File: config.mk
export PLATFORM = sky130hd
export DESIGN_NAME = instruction_fetch_unit
export DESIGN_NICKNAME = d
export VERILOG_FILES = /design/src/rtl/instruction_fetch_unit.sv
export SDC_FILE = /design/constraint.sdc
export NUM_CORES = 1
export LEC_CHECK = 0
export BUFFER_PORTS_ARGS = -buffer_cell sky130_fd_sc_hd__buf_2
export CAP_MARGIN = 10
export CORE_MARGIN = 4
export CORE_UTILIZATION = 59
export CTS_BUF_LIST = sky130_fd_sc_hd__clkbuf_2 sky130_fd_sc_hd__clkbuf_4 sky130_fd_sc_hd__clkbuf_8
export DETAILED_ROUTE_END_ITERATION = 10
export GPL_TIMING_DRIVEN = 0
export PLACE_DENSITY = 0.95
export SLEW_MARGIN = 15
export SYNTH_ARGS = -nofsm -noshare
export SYNTH_HDL_FRONTEND = slang
export SYNTH_SLANG_ARGS = --single-unit
File: constraint.sdc
create_clock -name i_clk -period 6.35 [get_ports i_clk]
set_input_delay 0.3175 -clock i_clk [delete_from_list [all_inputs] [get_ports i_clk]]
set_output_delay 0.3175 -clock i_clk [all_outputs]
set_load 0.02 [all_outputs]
File: src/rtl/instruction_fetch_unit.sv
// ---------------------------------------------------------------------------
// instruction_fetch_unit
//
// Fetch-side initiator for a request/ack program memory. Generates sequential
// word-aligned PCs starting at RESET_VECTOR and keeps at most one request
// outstanding. Each acknowledged word is captured with its PC into a small
// prefetch FIFO. The FIFO head is offered to decode through a valid/ready
// handshake. A redirect flushes everything and restarts fetch at a new PC.
//
// Optional feature macro: FETCH_TIMEOUT_EN
//   When defined, a request left unacknowledged for TIMEOUT cycles raises a
//   sticky or_fetch_fault and drops the request. Only a redirect or a reset
//   clears the fault. When the macro is undefined, or_fetch_fault is 0.
//
// Ports:
//   i_clk                   clock; all state changes on the rising edge
//   i_rst_n                 synchronous active-low reset
//   or_pc                   fetch address (registered)
//   or_instruction_request  fetch request (registered)
//   i_instruction           instruction data from memory
//   i_ack                   memory acknowledge (may be same-cycle)
//   o_inst_valid            FIFO head valid
//   o_inst                  FIFO head instruction
//   o_inst_pc               FIFO head PC
//   i_inst_ready            decode accepts the head
//   i_redirect              flush and restart fetch
//   i_redirect_pc           restart address (low two bits ignored)
//   or_fetch_fault          sticky timeout fault
// ---------------------------------------------------------------------------
module instruction_fetch_unit #(
  parameter logic [31:0] RESET_VECTOR = 32'h0000_0000,
  parameter int unsigned DEPTH        = 2,
  parameter int unsigned TIMEOUT      = 16
) (
  input  logic        i_clk,
  input  logic        i_rst_n,
  output logic [31:0] or_pc,
  output logic        or_instruction_request,
  input  logic [31:0] i_instruction,
  input  logic        i_ack,
  output logic        o_inst_valid,
  output logic [31:0] o_inst,
  output logic [31:0] o_inst_pc,
  input  logic        i_inst_ready,
  input  logic        i_redirect,
  input  logic [31:0] i_redirect_pc,
  output logic        or_fetch_fault
);

  localparam int unsigned AW = $clog2(DEPTH);
  localparam int unsigned CW = AW + 1;
  localparam logic [CW-1:0] DEPTH_C = CW'(DEPTH);

  typedef enum logic [1:0] {
    S_START = 2'd0,
    S_FETCH = 2'd1,
    S_FULL  = 2'd2,
    S_FAULT = 2'd3
  } state_e;

  state_e        state_q, state_d;
  logic [31:0]   pc_q, pc_d;
  logic          req_q, req_d;
  logic          fault_q, fault_d;
  logic [CW-1:0] count_q, count_d;
  logic [AW-1:0] wr_ptr_q, wr_ptr_d;
  logic [AW-1:0] rd_ptr_q, rd_ptr_d;
  logic [31:0]   mem_inst_q [DEPTH];
  logic [31:0]   mem_pc_q   [DEPTH];

  logic          push_s;
  logic          pop_s;
  logic          timeout_s;
  logic [CW-1:0] count_next_s;
  logic          unused_s;

  // A redirect in the same cycle cancels both the capture and the pop.
  assign push_s       = req_q && i_ack && !i_redirect;
  assign pop_s        = (count_q != '0) && i_inst_ready && !i_redirect;
  assign count_next_s = count_q + CW'(push_s) - CW'(pop_s);

  // Fetch addresses are always word aligned.
  assign unused_s = ^i_redirect_pc[1:0];

`ifdef FETCH_TIMEOUT_EN
  localparam int unsigned TW = $clog2(TIMEOUT + 1);
  logic [TW-1:0] tmo_q, tmo_d;

  // Count consecutive waiting cycles; fire when the TIMEOUT-th one elapses.
  always_comb begin
    tmo_d     = tmo_q;
    timeout_s = 1'b0;
    if (i_redirect || (req_q && i_ack)) begin
      tmo_d = '0;
    end else if (req_q) begin
      if (tmo_q == TW'(TIMEOUT - 1)) begin
        timeout_s = 1'b1;
        tmo_d     = '0;
      end else begin
        tmo_d = tmo_q + TW'(1);
      end
    end else begin
      tmo_d = tmo_q;
    end
  end

  // Timeout counter register.
  always_ff @(posedge i_clk) begin
    if (!i_rst_n) begin
      tmo_q <= '0;
    end else begin
      tmo_q <= tmo_d;
    end
  end
`else
  logic unused_tmo_s;
  assign timeout_s    = 1'b0;
  assign unused_tmo_s = TIMEOUT[0];
`endif

  // Next-state logic for the fetch FSM, PC, request, fault and FIFO pointers.
  always_comb begin
    state_d  = state_q;
    pc_d     = pc_q;
    req_d    = req_q;
    fault_d  = fault_q;
    count_d  = count_q;
    wr_ptr_d = wr_ptr_q;
    rd_ptr_d = rd_ptr_q;
    if (i_redirect) begin
      count_d  = '0;
      wr_ptr_d = '0;
      rd_ptr_d = '0;
      pc_d     = {i_redirect_pc[31:2], 2'b00};
      req_d    = 1'b1;
      fault_d  = 1'b0;
      state_d  = S_FETCH;
    end else begin
      count_d  = count_next_s;
      wr_ptr_d = push_s ? wr_ptr_q + AW'(1) : wr_ptr_q;
      rd_ptr_d = pop_s ? rd_ptr_q + AW'(1) : rd_ptr_q;
      pc_d     = push_s ? pc_q + 32'd4 : pc_q;
      case (state_q)
        S_START: begin
          req_d   = 1'b1;
          state_d = S_FETCH;
        end
        S_FETCH, S_FULL: begin
          // Request is lowered when full, so a push can never overflow.
          if (timeout_s) begin
            req_d   = 1'b0;
            fault_d = 1'b1;
            state_d = S_FAULT;
          end else if (count_next_s == DEPTH_C) begin
            req_d   = 1'b0;
            state_d = S_FULL;
          end else begin
            req_d   = 1'b1;
            state_d = S_FETCH;
          end
        end
        S_FAULT: begin
          req_d   = 1'b0;
          fault_d = 1'b1;
          state_d = S_FAULT;
        end
        default: begin
          req_d   = 1'b0;
          state_d = S_START;
        end
      endcase
    end
  end

  // Control and pointer registers.
  always_ff @(posedge i_clk) begin
    if (!i_rst_n) begin
      state_q  <= S_START;
      pc_q     <= RESET_VECTOR;
      req_q    <= 1'b0;
      fault_q  <= 1'b0;
      count_q  <= '0;
      wr_ptr_q <= '0;
      rd_ptr_q <= '0;
    end else begin
      state_q  <= state_d;
      pc_q     <= pc_d;
      req_q    <= req_d;
      fault_q  <= fault_d;
      count_q  <= count_d;
      wr_ptr_q <= wr_ptr_d;
      rd_ptr_q <= rd_ptr_d;
    end
  end

  // FIFO storage; contents only matter while counted, so no reset is needed.
  always_ff @(posedge i_clk) begin
    if (push_s) begin
      mem_inst_q[wr_ptr_q] <= i_instruction;
      mem_pc_q[wr_ptr_q]   <= pc_q;
    end
  end

  assign or_pc                  = pc_q;
  assign or_instruction_request = req_q;
  assign or_fetch_fault         = fault_q;
  assign o_inst_valid           = (count_q != '0);
  assign o_inst                 = mem_inst_q[rd_ptr_q];
  assign o_inst_pc              = mem_pc_q[rd_ptr_q];

endmodule
==> metrics.csv, run 1 <==
stage,metric,value,unit
run_status,status,"complete, no violations",
die,rows,38,
place,placed_area,7840,µm²
sta,min_period,2750,ps
final_layout,drive_gt1_share,41.0,%
sta,fmaxAchievable,364,MHz
place,place.gp.congestion,0.920,
final_layout,finalInstanceArea,8270,µm²
setup_path,critPathMaxFanout,10,
clocking,clockBufferDepth,2,
clocking,hold_buffers,0,
die,chipHeight,115,µm
grt,grt-ovfl-total,0,
clocking,cts-htree-levels,4,
clocking,cts_buffers,17,
place,dp_hpwl,11800,µm
logic_synthesis,syn-instance-count,470,
clocking,cts_setup_buffers,0,
setup_path,crit_required,6690,ps
sta,hold_viol,0,
clocking,cts_tree,built,
power,p_leak,3.08,nW
clocking,clock-sinks,163,
clocking,cts_resized,0,
setup_path,crit_arrival,3080,ps
detailed_routing,wl,16300,µm
sta,worst_pin_slew,907,ps
sta,rsz0062_at_grt,false,
setup_path,worstPathCellList,clkbuf_1 > clkinv_1 > clkbuf_1 > nand3_1 > ha_1 > inv_1 > ha_1 > xnor3_1 > o21ai_0 > nand2_1 > o31a_1,
grt,grt_util_met3,5.37,%
grt,grt_use_met2,41.2,%
sta,relSlewSlack,39.0,%
logic_synthesis,ys.flop_type,edfxtp_1,
detailed_routing,post_drt_wl_per_cell,20.2,µm
detailed_routing,ant_nets,0,
clocking,clkLatencyLatePin,440,ps
logic_synthesis,syn_area,6740,µm²
logic_synthesis,postSynthAreaPerCell,14.3,µm²
logic_synthesis,synth-seq-area-share,66.9,%
setup_path,cp_slowest_cell,clkinv_1,
die,fp.dieArea,13200,µm²
hold_path,hp-class,in -> reg,
logic_synthesis,ys_warn_count,0,
grt,grt_max_degree,30,
die,coreArea,11000,µm²
detailed_routing,drc,0,
grt,antenna_found_initial,0,
power,ir_worst_vdd,0.163,mV
final_layout,antenna_cells,0,
grt,grt_pass1_vias,4944,
detailed_routing,via_count,4859,
grt,track_usage,24.7,%
setup_path,crit_path_end_kind,flip-flop,
setup_path,crit_buf_inv,4,
job,drv_cap,0,
place,io_buffers,160,
setup_path,cp_slowest_stage_delay,450,ps
detailed_routing,drt-initial-drc-count,623,
sta,tns,0,ps
die,die_w,115,µm
detailed_routing,vias_per_cell,6.01,
sta,setup_violations,0,
logic_synthesis,synth_edf_count,124,
grt,grt_use_met1,31.1,%
logic_synthesis,synth-async-reset-ratio,0,%
final_layout,area_delta_synth_final,22.7,%
setup_path,worst_setup_path_start_kind,primary input,
clocking,path_clk_slew,90,ps
grt,grt_pass1_wl,24900,µm
die,start_util,61.1,%
logic_synthesis,ys_ff_latch,163,
setup_path,critPathTopFamily,buffers and inverters,
detailed_routing,first_pass_iters,5,
clocking,root_buffer,clkbuf_8,
logic_synthesis,synth_cell_types,54,
sta,final.setup_skew,14.2,ps
final_layout,fin_nets,730,
power,powerDensity,264,nW/µm²
setup_path,path_class,in -> reg,
grt,top_usage_layer,met2,
die,num_io_pins,168,
sta,finalCritPeriodShare,43.3,%
sta,slew_viol_final,0,
[metal layers]
metal	up-vias	part of all wire, %
li1	2196	-
met1	2292	38
met2	324	49
met3	47	11
met4	0	2.4
met5	-	0
[registers in the layout (all words and copies together), names as in the netlist, named ones only]
name and count:
or_instruction_request 1, state_q 2, mem_pc_q 60, rd_ptr_q 1, or_fetch_fault 1, wr_ptr_q 1, or_pc 30, count_q 2
mem_inst_q 64
[cell usage after synthesis (7+ instances only)]
library cell | instances | area [µm²]
inv_1 | 9 | 33.8
o31ai_1 | 7 | 52.6
and4_1 | 7 | 61.3
nand3_1 | 14 | 70.1
dfxtp_1 | 39 | 781
nor4_1 | 9 | 56.3
o21ai_0 | 21 | 105
a31oi_1 | 9 | 56.3
mux2_2 | 62 | 698
clkbuf_1 | 17 | 63.8
nor2_1 | 15 | 56.3
nand2_1 | 19 | 71.3
edfxtp_1 | 124 | 3720
nand4_1 | 13 | 81.3
nor3_1 | 11 | 55.1
a21oi_1 | 8 | 40.0
[path summary, 6_finish.rpt]
| kind | cells past startpoint | startpoint | slack [ps] | end |
|---|---|---|---|---|
| setup / recovery | 11 | i_redirect | 3600 | state_q[0] |
| hold / removal | 1 | i_instruction[24] | 70 | mem_inst_q[0][24] |
| setup reg to reg | 5 | or_pc[2] | 3950 | or_pc[30] |
| hold reg to reg | 2 | or_fetch_fault | 490 | or_fetch_fault |
[cell families after synthesis]
family / Yosys count / synth area share (%)
flops: 163 / 66.9
other cells: 1 / 0.0557
buf+inv: 35 / 2.28
xor+xnor: 13 / 1.89
compound gates: 69 / 6.98
fa+ha+maj: 5 / 0.929
simple gates: 121 / 10.5
mux: 63 / 10.5
[where the power goes]
group | total, W | internal (W) | switching [W]
Sequential | 0.00121 | 0.00118 | 0.0000352
Combinational | 0.000170 | 0.0000670 | 0.000103
Clock | 0.000803 | 0.000437 | 0.000366
[through the flow]
stage | utilization [%] | hold WS [ps] | setup slack, ps | std cells | total power, W
floorplan | - | 416 | 2210 | 473 | 0.00132
CTS | 74.9 | 44.2 | 3680 | 809 | 0.00219
global route | 74.9 | 41.2 | 3490 | 809 | 0.00227
global placement | 70.0 | 450 | 476 | 773 | 0.00139
detailed placement | 71.0 | 471 | 3230 | 777 | 0.00140
finish | 74.9 | 67.0 | 3600 | 809 | 0.00218
[layout make-up]
type | count | area, µm²
plain buffers | 25 | 116
clock buffers | 19 | 249
clock inverters | 13 | 181
fillers | 696 | 2770
inverters | 10 | 37.5
multi-input cells | 275 | 2110
flip-flops and latches | 163 | 4500
well taps | 140 | 175
repair buffers | 164 | 896
[cell usage in the layout (no fill, tap or decap), types with 3 or more instances in the layout]
| master | instances |
|---|---|
| o21a_1 | 3 |
| o311a_1 | 4 |
| or4_1 | 6 |
| o31ai_1 | 7 |
| xor2_1 | 6 |
| a21oi_1 | 8 |
| o21ai_0 | 21 |
| and3_1 | 4 |
| clkinvlp_4 | 3 |
| buf_2 | 160 |
| clkbuf_8 | 17 |
| xnor2_1 | 6 |
| nor2_1 | 13 |
| nand4_1 | 13 |
| ha_1 | 5 |
| clkinv_1 | 3 |
| nor3_1 | 11 |
| nand3_1 | 14 |
| buf_1 | 3 |
| clkbuf_1 | 17 |
| bufinv_16 | 4 |
| nand2_1 | 19 |
| conb_1 | 4 |
| edfxtp_1 | 124 |
| mux2_2 | 62 |
| inv_1 | 9 |
| buf_4 | 4 |
| dfxtp_1 | 39 |
| a31oi_1 | 9 |
| and2_1 | 5 |
| and4_1 | 7 |
| nor4_1 | 9 |
| nand2b_1 | 6 |
Power figures use the tool's default switching activity.
==> run 2, diff against run 1 <==
--- a/config.mk
+++ b/config.mk
@@ -8,11 +8,11 @@
 export BUFFER_PORTS_ARGS = -buffer_cell sky130_fd_sc_hd__buf_2
 export CAP_MARGIN = 10
 export CORE_MARGIN = 4
-export CORE_UTILIZATION = 59
+export CORE_UTILIZATION = 55
 export CTS_BUF_LIST = sky130_fd_sc_hd__clkbuf_2 sky130_fd_sc_hd__clkbuf_4 sky130_fd_sc_hd__clkbuf_8
 export DETAILED_ROUTE_END_ITERATION = 10
 export GPL_TIMING_DRIVEN = 0
-export PLACE_DENSITY = 0.95
+export PLACE_DENSITY = 0.93
 export SLEW_MARGIN = 15
 export SYNTH_ARGS = -nofsm -noshare
 export SYNTH_HDL_FRONTEND = slang
==> constraint.sdc (replaced) <==
create_clock -name i_clk -period 2.73 [get_ports i_clk]
set_input_delay 0.1365 -clock i_clk [delete_from_list [all_inputs] [get_ports i_clk]]
set_output_delay 0.1365 -clock i_clk [all_outputs]
set_load 0.02 [all_outputs]
==> run 2 against run 1 <==
Clock power rose by 130%. Die area increased by 6.8%. Via count grew 4.4%. Non-clock buffer count grew 53. Register-to-register slack worse by 3500 ps. Largest cell class unchanged.
==> metrics.csv, run 2 (synthesized netlist as in run 1, its figures left out) <==
stage,metric,value,unit,change
run_status,status,"complete, no violations",,
die,fp.dieArea,14100,µm²,+6.8%
clocking,clkLatencyLatePin,460,ps,+20 ps
final_layout,fin_cells,869,,+7.4%
clocking,path_clk_slew,80,ps,about the same
die,rows,40,,+5.3%
detailed_routing,drc,0,,unchanged
grt,grt_pass1_vias,5300,,+7.2%
final_layout,layout_common_cells,"buf_2, edfxtp_1, mux2_2",,
place,place_inst,784,,+0.90%
setup_path,crit_path_end_kind,output port,,
final_layout,fin_nets,783,,+7.3%
detailed_routing,post_drt_wl_per_cell,20.1,µm,-0.19%
die,num_io_pins,168,,unchanged
grt,antenna_found_initial,0,,unchanged
final_layout,largest_reg_flops,64,,unchanged
setup_path,worstPathCellList,clkbuf_1 > clkbuf_1 > mux2_2 > buf_2,,
job,drv_cap,0,,unchanged
detailed_routing,met1_length,6820,µm,+10%
detailed_routing,first_pass_iters,6,,+1
sta,hold_viol,0,,unchanged
setup_path,crit_arrival,2460,ps,-620 ps
clocking,cts_tree,built,,
detailed_routing,wl_met2,8700,µm,+9.3%
final_layout,finalInstanceArea,8790,µm²,+6.4%
sta,setup_violations,0,,unchanged
detailed_routing,wl,17500,µm,+7.2%
sta,min_period,2600,ps,
clocking,cts_setup_buffers,0,,unchanged
sta,worst_pin_slew,831,ps,-76.2 ps
setup_path,cp_slowest_stage_delay,570,ps,+120 ps
die,die_w,119,µm,+3.3%
detailed_routing,highest_layer,met4,,
clocking,clockBufferDepth,2,,unchanged
setup_path,critPathMaxFanout,10,,unchanged
setup_path,cp_slowest_cell,clkbuf_1,,
die,chipHeight,119,µm,+3.3%
final_layout,final_common_cell,buf_2,,
clocking,cts_resized,0,,unchanged
sta,finalCritPeriodShare,95.2,%,
final_layout,fillers,751,,+7.9%
place,place.gp.congestion,0.842,,-8.5%
clocking,cts_buffers,17,,unchanged
sta,fmaxAchievable,385,MHz,
grt,grt_pass1_wl,27400,µm,+10%
final_layout,antenna_cells,0,,unchanged
sta,slew_viol_final,0,,unchanged
power,ir_worst_vdd,0.348,mV,+110%
die,coreArea,12000,µm²,+8.9%
grt,grt_max_degree,29,,-3.3%
detailed_routing,ant_nets,0,,unchanged
place,io_buffers,160,,unchanged
sta,final.setup_skew,19.2,ps,+5.04 ps
final_layout,top_register,mem_inst_q,,
clocking,clock-sinks,163,,unchanged
place,placed_area,7840,µm²,+0.11%
clocking,root_buffer,clkbuf_8,,
sta,rsz0062_at_grt,false,,
hold_path,hp-class,in -> reg,,
final_layout,drive_gt1_share,38.1,%,-2.9 points
setup_path,crit_top_cell,clkbuf_1,,
detailed_routing,via_count,5075,,+4.4%
final_layout,area_delta_synth_final,30.5,%,
power,powerDensity,581,nW/µm²,+120%
detailed_routing,route.met3.wl,1570,µm,-13%
sta,relSlewSlack,44.1,%,+5.1 points
clocking,cts-htree-levels,4,,unchanged
setup_path,worst_setup_path_start_kind,flip-flop,,
clocking,hold_buffers,52,,+52
die,start_util,56.1,%,-5.0 points
power,p_leak,3.31,nW,+7.2%
setup_path,crit_required,2590,ps,-4100 ps
detailed_routing,vias_per_cell,5.84,,-2.8%
grt,track_usage,25.1,%,+0.41 points
place,dp_hpwl,11700,µm,-0.19%
setup_path,path_class,reg -> out,,
detailed_routing,drt-initial-drc-count,669,,+7.4%
grt,grt-ovfl-total,0,,unchanged
==> run 2: cell types whose count changed in the layout (fill, tap and decap cells not counted), sizes merged <==
cell / change
dlygate4sd3: +53
clkinvlp: -1
clkinv: +1
inv: -2
bufinv: -1
clkbuf: +3
==> run 2: final timing paths <==
kind                          startpoint  slack (ps)             end  cells after the start
setup reg to reg  or_instruction_request         460      state_q[0]                      8
hold / removal         i_redirect_pc[14]          20       or_pc[14]                      3
setup / recovery               flip-flop         130    o_inst_pc[5]                      4
hold reg to reg           or_fetch_fault         490  or_fetch_fault                      2
==> run 2: cell type report <==
| class | instances | area (µm²) | area share [%] |
|---|---|---|---|
| clock buffers | 22 | 284 | 3.23 |
| flip-flops and latches | 163 | 4500 | 51.2 |
| repair buffers | 217 | 1430 | 16.2 |
| multi-input cells | 275 | 2110 | 24.0 |
| clock inverters | 10 | 133 | 1.51 |
| inverters | 10 | 37.5 | 0.427 |
| well taps | 147 | 184 | 2.09 |
| plain buffers | 25 | 116 | 1.32 |
==> run 2: metal layers <==
metal	vias to the layer above	track usage [%]
met5	-	0
met4	0	9.41
met3	38	8.23
met2	275	41.9
met1	2462	30.5
li1	2300	-
==> run 2: worst max-delay path: cells and delay by family, from the launching register on <==
kind                   cells  cell delay (ps)
buffers and inverters      3             1280
DFF                        1              310
muxes                      1              410
==> run 2: report_power, final <==
group	leakage, nW	switching (W)	internal [W]	total [W]
combinational	1.64	0.000252	0.000205	0.000457
clock	0.211	0.000852	0.000976	0.00183
sequential	1.45	0.0000817	0.00274	0.00282
total	3.31	0.00119	0.00392	0.00510
==> run 2: through the flow <==
step           setup TNS (ps)  hold WS [ps]  utilization [%]  total power (W)  setup slack (ps)
2_1_floorplan          -26900           235                -          0.00307              -217
3_3_place_gp          -182660           325             64.4          0.00324             -1480
3_5_place_dp            -1900           328             65.3          0.00326              -151
4_1_cts                     0         0.199             73.1          0.00510               124
5_1_grt                     0          13.6             73.2          0.00529              46.8
6_report                    0          22.3             73.2          0.00510               132
==> run 3, diff against run 2 <==
--- a/config.mk
+++ b/config.mk
@@ -7,6 +7,7 @@
 export LEC_CHECK = 0
 export BUFFER_PORTS_ARGS = -buffer_cell sky130_fd_sc_hd__buf_2
 export CAP_MARGIN = 10
+export CORE_ASPECT_RATIO = 1.4
 export CORE_MARGIN = 4
 export CORE_UTILIZATION = 55
 export CTS_BUF_LIST = sky130_fd_sc_hd__clkbuf_2 sky130_fd_sc_hd__clkbuf_4 sky130_fd_sc_hd__clkbuf_8
==> constraint.sdc (replaced) <==
create_clock -name i_clk -period 2.8 [get_ports i_clk]
set_input_delay 0.14 -clock i_clk [delete_from_list [all_inputs] [get_ports i_clk]]
set_output_delay 0.14 -clock i_clk [all_outputs]
set_load 0.02 [all_outputs]
==> run 3 against run 2 <==
Via count down 1.9%. Sequential share of layout area up 0.65 points. Combinational power down 7.0%. Flip-flop and latch count unchanged. Non-clock buffer count down 13. Final area down 1.3%. Wire length down 5.7%. Sequential power down 2%. Clock skew down 11 ps. Critical endpoint is now state_q[0]. Largest power group unchanged.
==> metrics.csv, run 3 (synthesized netlist as in run 1, its figures left out) <==
stage,metric,value,unit,change
run_status,status,"complete, no violations",,
final_layout,final_common_cell,buf_2,,
grt,grt_pass1_wl,25800,µm,-6.1%
job,drv_cap,0,,unchanged
sta,timing.hold.ws,27.2,ps,+4.88 ps
final_layout,largest_reg_flops,64,,unchanged
final_layout,fin_nets,770,,-1.7%
setup_path,crit_required,3130,ps,+540 ps
sta,slew_viol_final,0,,unchanged
power,switchingPower,0.00111,W,-6.7%
die,die_w,102,µm,-14%
place,place.gp.congestion,0.918,,+9.1%
place,post-place-ws,-99.2,ps,+51.3 ps
sta,rsz0062_at_grt,false,,
clocking,root_buffer,clkbuf_8,,
clocking,cts_tree,built,,
setup_path,crit_path_end_kind,flip-flop,,
detailed_routing,vias_per_cell,5.82,,-0.42%
clocking,cts_setup_buffers,0,,unchanged
die,fp.dieArea,14100,µm²,+0.18%
sta,finalCritPeriodShare,92.2,%,
setup_path,critPathMaxFanout,10,,unchanged
detailed_routing,drt-initial-drc-count,326,,-51%
power,ir_worst_vdd,0.344,mV,-1.0%
detailed_routing,ant_nets,0,,unchanged
sta,setup_slack,219,ps,+87.5 ps
sta,worst_pin_slew,1040,ps,+211 ps
die,chipHeight,139,µm,+17%
sta,fmaxAchievable,388,MHz,
place,io_buffers,160,,unchanged
power,powerDensity,575,nW/µm²,-0.89%
sta,min_period,2580,ps,
setup_path,crit_arrival,2910,ps,+450 ps
sta,setup_violations,0,,unchanged
hold_path,hp-class,in -> reg,,
sta,relSlewSlack,29.9,%,-14 points
clocking,path_clk_slew,80,ps,about the same
sta,final.setup_skew,8.11,ps,-11.1 ps
detailed_routing,wl,16500,µm,-5.7%
die,start_util,56.4,%,+0.35 points
final_layout,top_register,mem_inst_q,,
grt,grt_pass1_vias,5197,,-1.9%
grt,track_usage,23.6,%,-1.6 points
final_layout,antenna_cells,0,,unchanged
setup_path,path_class,in -> reg,,
place,dp_hpwl,11800,µm,+0.48%
power,p_clk_share,36.4,%,+0.6 points
die,num_io_pins,168,,unchanged
grt,antenna_found_initial,0,,unchanged
power,p_sw_share,22.1,%,-1.1 points
clocking,clkLatencyLatePin,430,ps,-30 ps
detailed_routing,first_pass_iters,6,,unchanged
clocking,clock-sinks,163,,unchanged
detailed_routing,drc,0,,unchanged
clocking,cts-htree-levels,4,,unchanged
power,p_int,0.00389,W,-0.76%
detailed_routing,post_drt_wl_per_cell,19.3,µm,-4.2%
power,p_leak,3.26,nW,-1.3%
detailed_routing,via_count,4978,,-1.9%
clocking,clockBufferDepth,2,,unchanged
clocking,cts_buffers,17,,unchanged
die,coreArea,11900,µm²,-0.61%
final_layout,area_delta_synth_final,28.8,%,
power,seqPwrFrac,55.0,%,-0.2 points
grt,grt_max_degree,27,,-6.9%
setup_path,worst_setup_path_start_kind,primary input,,
final_layout,drive_gt1_share,38.9,%,+0.84 points
power,pwr-share-comb,8.5,%,-0.4 points
die,rows,47,,+18%
grt,grt-ovfl-total,0,,unchanged
final_layout,layout_common_cells,"buf_2, edfxtp_1, mux2_2",,
sta,hold_viol,0,,unchanged
==> run 3: cell types whose count changed in the layout (fill, tap and decap cells not counted) <==
cell,before,now
bufinv_16,3,4
clkbuf_4,3,4
clkbuf_8,19,18
clkinv_1,2,1
dlygate4sd3_1,53,40
==> run 3: path summary, 6_finish.rpt <==
kind                          start              to  slack [ps]  cells past startpoint
setup / recovery         i_redirect      state_q[0]         220                     11
hold / removal    i_redirect_pc[25]       or_pc[25]          30                      3
hold reg to reg      or_fetch_fault  or_fetch_fault         510                      2
setup reg to reg           or_pc[2]       or_pc[30]         360                      5
==> run 3: per-stage QoR <==
step	utilization (%)	total power, W	instance area, µm²	setup TNS, ps	cells
after global routing	72.7	0.00517	8680	0	856
after detailed placement	65.7	0.00318	7840	-141	784
after CTS	72.7	0.00502	8680	0	856
after floorplan	-	0.00300	6750	-18650	473
after global placement	64.8	0.00315	7740	-165870	780
final	72.7	0.00500	8680	0	856
==> run 3: power groups by stage <==
stage / Clock (W) / Combinational, W / Sequential [W]
global placement: 0 / 0.000355 / 0.00280
CTS: 0.00185 / 0.000423 / 0.00275
floorplan: 0 / 0.000180 / 0.00282
finish: 0.00182 / 0.000425 / 0.00275
detailed placement: 0 / 0.000376 / 0.00280
global route: 0.00195 / 0.000458 / 0.00276
==> run 3: critical path, stage by stage <==
cell and delay, ps:
clkbuf_1 380, clkinv_1 410, clkbuf_1 370, nand3_1 320, ha_1 290, inv_1 60, ha_1 150, xnor3_1 260
o21ai_0 170, nand2_1 90, o31a_1 240
==> run 3: per-layer routing <==
metal / vias to the layer above / global-route usage (%) / share of wire (%)
li1: 2268 / - / -
met1: 2417 / 26.7 / 36
met2: 248 / 40.9 / 53
met3: 45 / 5.33 / 7.2
met4: 0 / 11.9 / 3.8
met5: - / 0 / 0
==> run 3: final cells by class <==
type / instances / area [µm²]
Clock inverter: 10 / 159
Sequential cell: 163 / 4500
Clock buffer: 22 / 278
Inverter: 10 / 37.5
Buffer: 25 / 116
Timing Repair Buffer: 204 / 1300
Fill cell: 800 / 3260
Tap cell: 147 / 184
Multi-Input combinational cell: 275 / 2110
==> run 3: timing repair <==
| item | in CTS | in global routing |
|---|---|---|
| gates resized for setup | 0 | 0 |
| hold endpoints to repair | 72 | 0 |
| hold buffers | 40 | 0 |
